==> src/rtl/dff_share_pkg.sv <==
// Shared types and default sizing for the shared-register arbiter slice.
package dff_share_pkg;

  // Arbitration FSM states
  typedef enum logic [1:0] {
    IDLE   = 2'd0,
    GRANT  = 2'd1,
    COMMIT = 2'd2
  } state_t;

  localparam int DEF_NREQ  = 4;
  localparam int DEF_WIDTH = 8;

endpackage

==> src/rtl/dff_share_arbiter_if.sv <==
// Requester-side bus of the shared register: write requests, lane data,
// grant/ack handshake and the register contents broadcast back.
interface dff_share_arbiter_if
  import dff_share_pkg::*;
#(
  parameter int NREQ  = DEF_NREQ,
  parameter int WIDTH = DEF_WIDTH
);
  localparam int IDW = $clog2(NREQ);

  logic                  clr;
  logic [NREQ-1:0]       req;
  logic [NREQ*WIDTH-1:0] wdata;
  logic [NREQ-1:0]       gnt;
  logic [NREQ-1:0]       ack;
  logic [WIDTH-1:0]      q;
  logic [IDW-1:0]        owner;
  logic                  busy;

  modport master (
    output clr, req, wdata,
    input  gnt, ack, q, owner, busy
  );

  modport slave (
    input  clr, req, wdata,
    output gnt, ack, q, owner, busy
  );

endinterface

==> src/rtl/dff_share_arbiter_rr_pick.sv <==
// Combinational round-robin selector: first set request at or above ptr,
// wrapping back to index 0 after NREQ-1.
module rr_pick
  import dff_share_pkg::*;
#(
  parameter  int NREQ = DEF_NREQ,
  localparam int IDW  = $clog2(NREQ)
) (
  input  logic [NREQ-1:0] req,
  input  logic [IDW-1:0]  ptr,
  output logic [IDW-1:0]  idx,
  output logic            valid
);

  localparam logic [IDW:0] NREQ_W = (IDW+1)'(NREQ);

  logic [NREQ-1:0] rot;
  logic [IDW:0]    off;
  logic [IDW:0]    sum;

  // Rotating the doubled vector puts requester ptr at bit 0, so the search is a plain priority scan.
  assign rot = NREQ'({req, req} >> ptr);

  // Lowest set bit of the rotated vector is the winner; add ptr back and wrap at NREQ.
  always_comb begin
    valid = 1'b0;
    off   = '0;
    sum   = '0;
    idx   = '0;
    for (int k = NREQ - 1; k >= 0; k--) begin
      if (rot[k]) begin
        valid = 1'b1;
        off   = (IDW+1)'(k);
      end
    end
    sum = {1'b0, ptr} + off;
    if (sum >= NREQ_W) begin
      sum = sum - NREQ_W;
    end
    idx = sum[IDW-1:0];
  end

endmodule

==> src/rtl/dff_share_arbiter.sv <==
// One WIDTH-bit register shared by NREQ requesters. A round-robin arbiter
// grants one requester, latches its lane, commits it to q and acks it.
module dff_share_arbiter
  import dff_share_pkg::*;
#(
  parameter  int NREQ  = DEF_NREQ,
  parameter  int WIDTH = DEF_WIDTH,
  localparam int IDW   = $clog2(NREQ)
) (
  input logic              clk,
  input logic              rst,
  dff_share_arbiter_if.slave bus
);

  state_t           state, state_nxt;
  logic [NREQ-1:0]  gnt_r, gnt_nxt;
  logic [NREQ-1:0]  ack_r, ack_nxt;
  logic [IDW-1:0]   win;
  logic [IDW-1:0]   ptr;
  logic [IDW-1:0]   ptr_after;
  logic [IDW-1:0]   owner_r;
  logic [WIDTH-1:0] data_r;
  logic [WIDTH-1:0] q_r;
  logic [IDW-1:0]   pick_idx;
  logic             pick_valid;
  logic             load_win;
  logic             latch_data;
  logic             do_commit;
  logic [WIDTH-1:0] lanes [NREQ];

  for (genvar li = 0; li < NREQ; li++) begin : g_lane
    assign lanes[li] = bus.wdata[li*WIDTH +: WIDTH];
  end

  rr_pick #(.NREQ(NREQ)) u_pick (
    .req   (bus.req),
    .ptr   (ptr),
    .idx   (pick_idx),
    .valid (pick_valid)
  );

  assign ptr_after = (win == IDW'(NREQ - 1)) ? '0 : win + IDW'(1);

  // Next-state and next-handshake decode; clr aborts any open transaction.
  always_comb begin
    state_nxt  = state;
    gnt_nxt    = '0;
    ack_nxt    = '0;
    load_win   = 1'b0;
    latch_data = 1'b0;
    do_commit  = 1'b0;
    case (state)
      IDLE: begin
        if (pick_valid) begin
          state_nxt = GRANT;
          gnt_nxt   = NREQ'(1) << pick_idx;
          load_win  = 1'b1;
        end
      end
      GRANT: begin
        latch_data = 1'b1;
        if (bus.clr) begin
          state_nxt = IDLE;
        end else if (bus.req[win]) begin
          state_nxt = COMMIT;
          ack_nxt   = NREQ'(1) << win;
        end else begin
          state_nxt = IDLE;
        end
      end
      COMMIT: begin
        state_nxt = IDLE;
        do_commit = !bus.clr;
      end
      default: begin
        state_nxt = IDLE;
      end
    endcase
  end

  // State and registered grant/ack bits.
  always_ff @(posedge clk or posedge rst) begin
    if (rst) begin
      state <= IDLE;
      gnt_r <= '0;
      ack_r <= '0;
    end else begin
      state <= state_nxt;
      gnt_r <= gnt_nxt;
      ack_r <= ack_nxt;
    end
  end

  // Winner/data latches, the shared register, its owner and the rr pointer.
  always_ff @(posedge clk or posedge rst) begin
    if (rst) begin
      win     <= '0;
      data_r  <= '0;
      q_r     <= '0;
      owner_r <= '0;
      ptr     <= '0;
    end else begin
      if (load_win) begin
        win <= pick_idx;
      end
      if (latch_data) begin
        data_r <= lanes[win];
      end
      if (bus.clr) begin
        q_r     <= '0;
        owner_r <= '0;
      end else if (do_commit) begin
        q_r     <= data_r;
        owner_r <= win;
        ptr     <= ptr_after;
      end
    end
  end

  // A clr in the COMMIT cycle cancels the write, so its ack is suppressed
  // in that same cycle; ack never depends on req.
  assign bus.ack   = bus.clr ? '0 : ack_r;
  assign bus.gnt   = gnt_r;
  assign bus.q     = q_r;
  assign bus.owner = owner_r;
  assign bus.busy  = (state != IDLE);

endmodule

==> src/flat_wrapper.sv <==
// flat-port wrapper written by rule: the top's interface ports become plain ports
module dff_share_arbiter_flat import dff_share_pkg::*;
#(
  parameter  int NREQ  = DEF_NREQ,
  parameter  int WIDTH = DEF_WIDTH,
  localparam int IDW   = $clog2(NREQ)
)
  (clk, rst, bus_clr, bus_req, bus_wdata, bus_gnt, bus_ack, bus_q, bus_owner, bus_busy);
  dff_share_arbiter_if #(.NREQ(NREQ), .WIDTH(WIDTH)) bus_i ();
  input logic clk;
  input logic rst;
  input wire logic [$bits(bus_i.clr)-1:0] bus_clr;
  input wire logic [$bits(bus_i.req)-1:0] bus_req;
  input wire logic [$bits(bus_i.wdata)-1:0] bus_wdata;
  output wire logic [$bits(bus_i.gnt)-1:0] bus_gnt;
  output wire logic [$bits(bus_i.ack)-1:0] bus_ack;
  output wire logic [$bits(bus_i.q)-1:0] bus_q;
  output wire logic [$bits(bus_i.owner)-1:0] bus_owner;
  output wire logic [$bits(bus_i.busy)-1:0] bus_busy;
  assign bus_i.clr = bus_clr;
  assign bus_i.req = bus_req;
  assign bus_i.wdata = bus_wdata;
  assign bus_gnt = bus_i.gnt;
  assign bus_ack = bus_i.ack;
  assign bus_q = bus_i.q;
  assign bus_owner = bus_i.owner;
  assign bus_busy = bus_i.busy;
  dff_share_arbiter #(.NREQ(NREQ), .WIDTH(WIDTH)) u_core (.clk(clk), .rst(rst), .bus(bus_i));
endmodule
==> config.mk <==
export PLATFORM = sky130hd
export DESIGN_NAME = dff_share_arbiter_flat
export DESIGN_NICKNAME = d
export VERILOG_FILES = /design/src/rtl/dff_share_pkg.sv /design/src/rtl/dff_share_arbiter_if.sv /design/src/rtl/dff_share_arbiter_rr_pick.sv /design/src/rtl/dff_share_arbiter.sv /design/src/flat_wrapper.sv
export SDC_FILE = /design/constraint.sdc
export NUM_CORES = 1
export LEC_CHECK = 0
export CAP_MARGIN = 15
export CORE_UTILIZATION = 51
export CTS_BUF_LIST = sky130_fd_sc_hd__clkbuf_8
export DETAILED_ROUTE_END_ITERATION = 12
export GPL_ROUTABILITY_DRIVEN = 1
export GPL_TIMING_DRIVEN = 0
export PLACE_DENSITY_LB_ADDON = 0.08
export SYNTH_ARGS = -nofsm -noshare
export SYNTH_HDL_FRONTEND = slang
export SYNTH_SLANG_ARGS = --single-unit
export TNS_END_PERCENT = 5
==> constraint.sdc <==
create_clock -name clk -period 3 [get_ports clk]
set_input_delay 0.6 -clock clk [delete_from_list [all_inputs] [get_ports clk]]
set_output_delay 0.6 -clock clk [all_outputs]
set_load 0.05 [all_outputs]
==> flow_summary.yaml <==
finish:
  diodes_inserted: 0
  finalNetCount: 262
  final.fill_count: 259
  mostFrequentLayoutCell: "sky130_fd_sc_hd__clkdlybuf4s50_1"
  most_used_cells_in_the_layout_excluding_fill_and_tap_cells: "sky130_fd_sc_hd__clkdlybuf4s50_1, sky130_fd_sc_hd__dfrtp_1, sky130_fd_sc_hd__nand2_1, sky130_fd_sc_hd__a21oi_1"
  seq_area_um2: 801
  syn2layout_area_growth_pct: 40.7
  fin_util_pct: 74.5
  layout-drive-gt1-share_pct: 16.4
  multi_input_area_um2: 887
  post_layout_nonfiller_instances: 265
place:
  dp_cells: 256
  io_buffer_count: 54
  gp_routability_congestion: 0.804
  place_hpwl_um: 3090
outcome:
  outcome: "finished clean"
clock_tree:
  cts_inserted_buffers: 5
  cts.path.max_buffers: 2
  post_cts_resized: 0
  cts_tree: "yes"
  clock_tree.htree_level_count: 2
  clk_pin_slew_worst_paths_ns: 0.06
  worst_skew_pair.late_latency_ns: 0.28
  cts_num_sinks: 32
  root_buffer: "sky130_fd_sc_hd__clkbuf_8"
  cts_hold_buffers: 0
  post_cts_buffers: 0
floorplan:
  rows: 21
  core_area_mm2: 0.00334
  die_height_um: 60.9
  chipWidth_um: 60.9
  boundaryPins: 58
  fp.dieArea_mm2: 0.00370
  floorplan.initialDensity_pct: 52.9
global_routing:
  grt_use_total_pct: 23.5
  grt_pass1_wl_um: 6190
  grt_overflow: 0
  number_of_antenna_violations_at_the_first_check_in_global_routing: 0
  grt_start_max_net_pins: 33
  via_count_of_the_first_global_routing_pass: 1373
critical_path:
  ws_path_type: "input port to flip-flop"
  slowest_delay_ns: 0.64
  cell_chain_of_the_critical_path: "clkdlybuf4s50_1, or3b_1, a21oi_1, a21oi_1, o221ai_1, ha_1, or3_1, nor3_1"
  reg2reg_from: "u_core.ptr[0]$_DFFE_PP0P_"
  cp-start-kind: "input port"
  cp_data_arrival_time_ns: 2.79
  r2r_end: "u_core.bus.gnt[0]$_DFF_PP0_"
  critPathCaptureType: "flip-flop"
  critPathMostFrequentCell: "sky130_fd_sc_hd__a21oi_1"
  worst-path-max-fanout: 9
  worst-endpoint-required_ns: 3.19
  reg2reg_setup_slack_ns: 0.76
  worstRegToRegCells: 8
  cp_slowest_cell: "sky130_fd_sc_hd__clkdlybuf4s50_1"
timing:
  worst_slew_pin_slew_ns: 0.552
  timing.setup.tns_ns: 0
  min_period_over_period_pct: 86.6
  final_hold_viol_count: 0
  final-max-slew-violation-count: 0
  holdWs_ns: 0.513
  grt_setup_unrepaired: "no"
  finalClockSkew_ns: 0.00710
  maxSlewHeadroom_pct: 63.2
  fmax_ghz: 0.385
  final-setup-viol-count: 0
  timing.final.crit_period_ns: 2.60
synth:
  synth_flop_cell: "sky130_fd_sc_hd__dfrtp_1"
  yosys.cell_types.count: 39
  netlist_top_cells_area: "sky130_fd_sc_hd__dfrtp_1, sky130_fd_sc_hd__mux4_2, sky130_fd_sc_hd__mux2_4"
  largest_area_contributor_in_the_synthesized_netlist: "sky130_fd_sc_hd__dfrtp_1"
  syn-mean-instance-area_um2: 11.3
  synth_area_mm2: 0.00177
  synth.net_count: 200
  syn-instance-count: 156
  yosys_top_cell_area_share_pct: 45.3
  yosys_warnings: 0
  synthArstFlopShare_pct: 100
  yosys_register_bits: 32
  yosysSeqAreaShare_pct: 45.3
  synth-edff-count: 0
detailed_routing:
  detail_route.iter0.violations: 43
  avgRoutedWirePerCell_um: 15.4
  finalWirelength_um: 4080
  vias: 1428
  drt_pass1_iterations: 4
  drt.antenna.violating_nets: 0
  drt-vias-per-instance: 5.39
  drc_errors: 0
power:
  design_power_total_w: 0.00210
  power.leakage_nw: 1.04
  ir_worst_vdd_uv: 593
  power_per_cell_area_mw_per_mm2: 846
worst_hold_path:
  worst_case_hold_path_end_point: "u_core.data_r[1]$_DFFE_PP0P_"
  min_path_cells: 1
  hp-class: "flip-flop to flip-flop"
  min-delay-start: "u_core.data_r[1]$_DFFE_PP0P_"
flow_run:
  max-cap-violations: 0
logic make-up after synthesis:
| logic type | count (synthesis) | synth area share [%] |
|---|---|---|
| AO/OA/AOI/OAI | 27 | 9.07 |
| XOR/XNOR | 2 | 0.992 |
| adder cells (fa/ha/maj) | 5 | 3.54 |
| buffers and inverters | 14 | 4.46 |
| flip-flops | 32 | 45.3 |
| multiplexers | 19 | 19.8 |
| AND/OR/NAND/NOR | 57 | 16.9 |
state kept, by name, indices dropped and copies added (netlist names):
| register | count |
|---|---|
| u_core.win | 2 |
| u_core.ptr | 2 |
| u_core.data_r | 8 |
| u_core.state | 2 |
| u_core.bus.gnt | 4 |
| u_core.bus.owner | 2 |
| u_core.ack_r | 4 |
| u_core.bus.q | 8 |
metal layers:
layer | wire, um | part of all wire, % | track usage, % | vias to the layer above
met3 | 181 | 4.4 | 5.54 | 8
met5 | 0 | 0 | 0 | -
met1 | 1580 | 39 | 26.8 | 696
met4 | 65 | 1.6 | 8.44 | 0
met2 | 2250 | 55 | 42.7 | 48
li1 | - | - | - | 676
worst max path at each step:
| stage | start | endpoint | slack (ns) | cells after the start |
|---|---|---|---|---|
| detailed placement | bus_req[1] | u_core.bus.gnt[0]$_DFF_PP0_ | 0.12 | 8 |
| finish | bus_req[1] | u_core.bus.gnt[0]$_DFF_PP0_ | 0.40 | 8 |
| global route | bus_req[1] | u_core.bus.gnt[0]$_DFF_PP0_ | 0.30 | 8 |
| CTS | bus_req[1] | u_core.bus.gnt[0]$_DFF_PP0_ | 0.39 | 8 |
| floorplan | bus_clr | bus_ack[0] | 0.93 | 2 |
| global placement | bus_req[1] | u_core.bus.gnt[0]$_DFF_PP0_ | 0.26 | 8 |
worst max-delay path, delay by kind of cell:
kind                       cells  cell delay (ns)
adders and majority gates      1             0.28
and+or+nand+nor                3             0.96
AOI/OAI and AO/OA              3             0.29
buffers and inverters          1             0.64
synthesized netlist by cell type (all sizes together) (4+ instances only):
| library cell | instances |
|---|---|
| nor2 | 5 |
| buf | 8 |
| nor2b | 6 |
| mux2 | 10 |
| ha | 5 |
| dfrtp | 32 |
| nand2 | 24 |
| nor3 | 4 |
| mux4 | 9 |
| o21ai | 5 |
| a21oi | 15 |
| and2 | 4 |
through the flow:
step / instance area (um^2) / setup slack [ns]
2_1_floorplan: 1770 / 0.927
3_5_place_dp: 2360 / 0.122
4_1_cts: 2460 / 0.391
6_report: 2480 / 0.401
3_3_place_gp: 2360 / 0.262
5_1_grt: 2480 / 0.304
power breakdown:
| part | internal, W | switching [W] |
|---|---|---|
| combinational | 0.000531 | 0.000577 |
| clock | 0.000183 | 0.000158 |
| sequential | 0.000569 | 0.0000838 |
| total | 0.00128 | 0.000818 |
cell type report:
| cell class | count | share of cell area [%] |
|---|---|---|
| buffer | 11 | 2.72 |
| sequential | 32 | 32.2 |
| clock buffer | 6 | 3.32 |
| timing repair buffer | 55 | 22.9 |
| clock inverter | 2 | 0.403 |
| multi-input combinational | 110 | 35.7 |
| tap | 46 | 2.32 |
| inverter | 3 | 0.453 |
No activity file was read; power rests on OpenSTA's default activity.
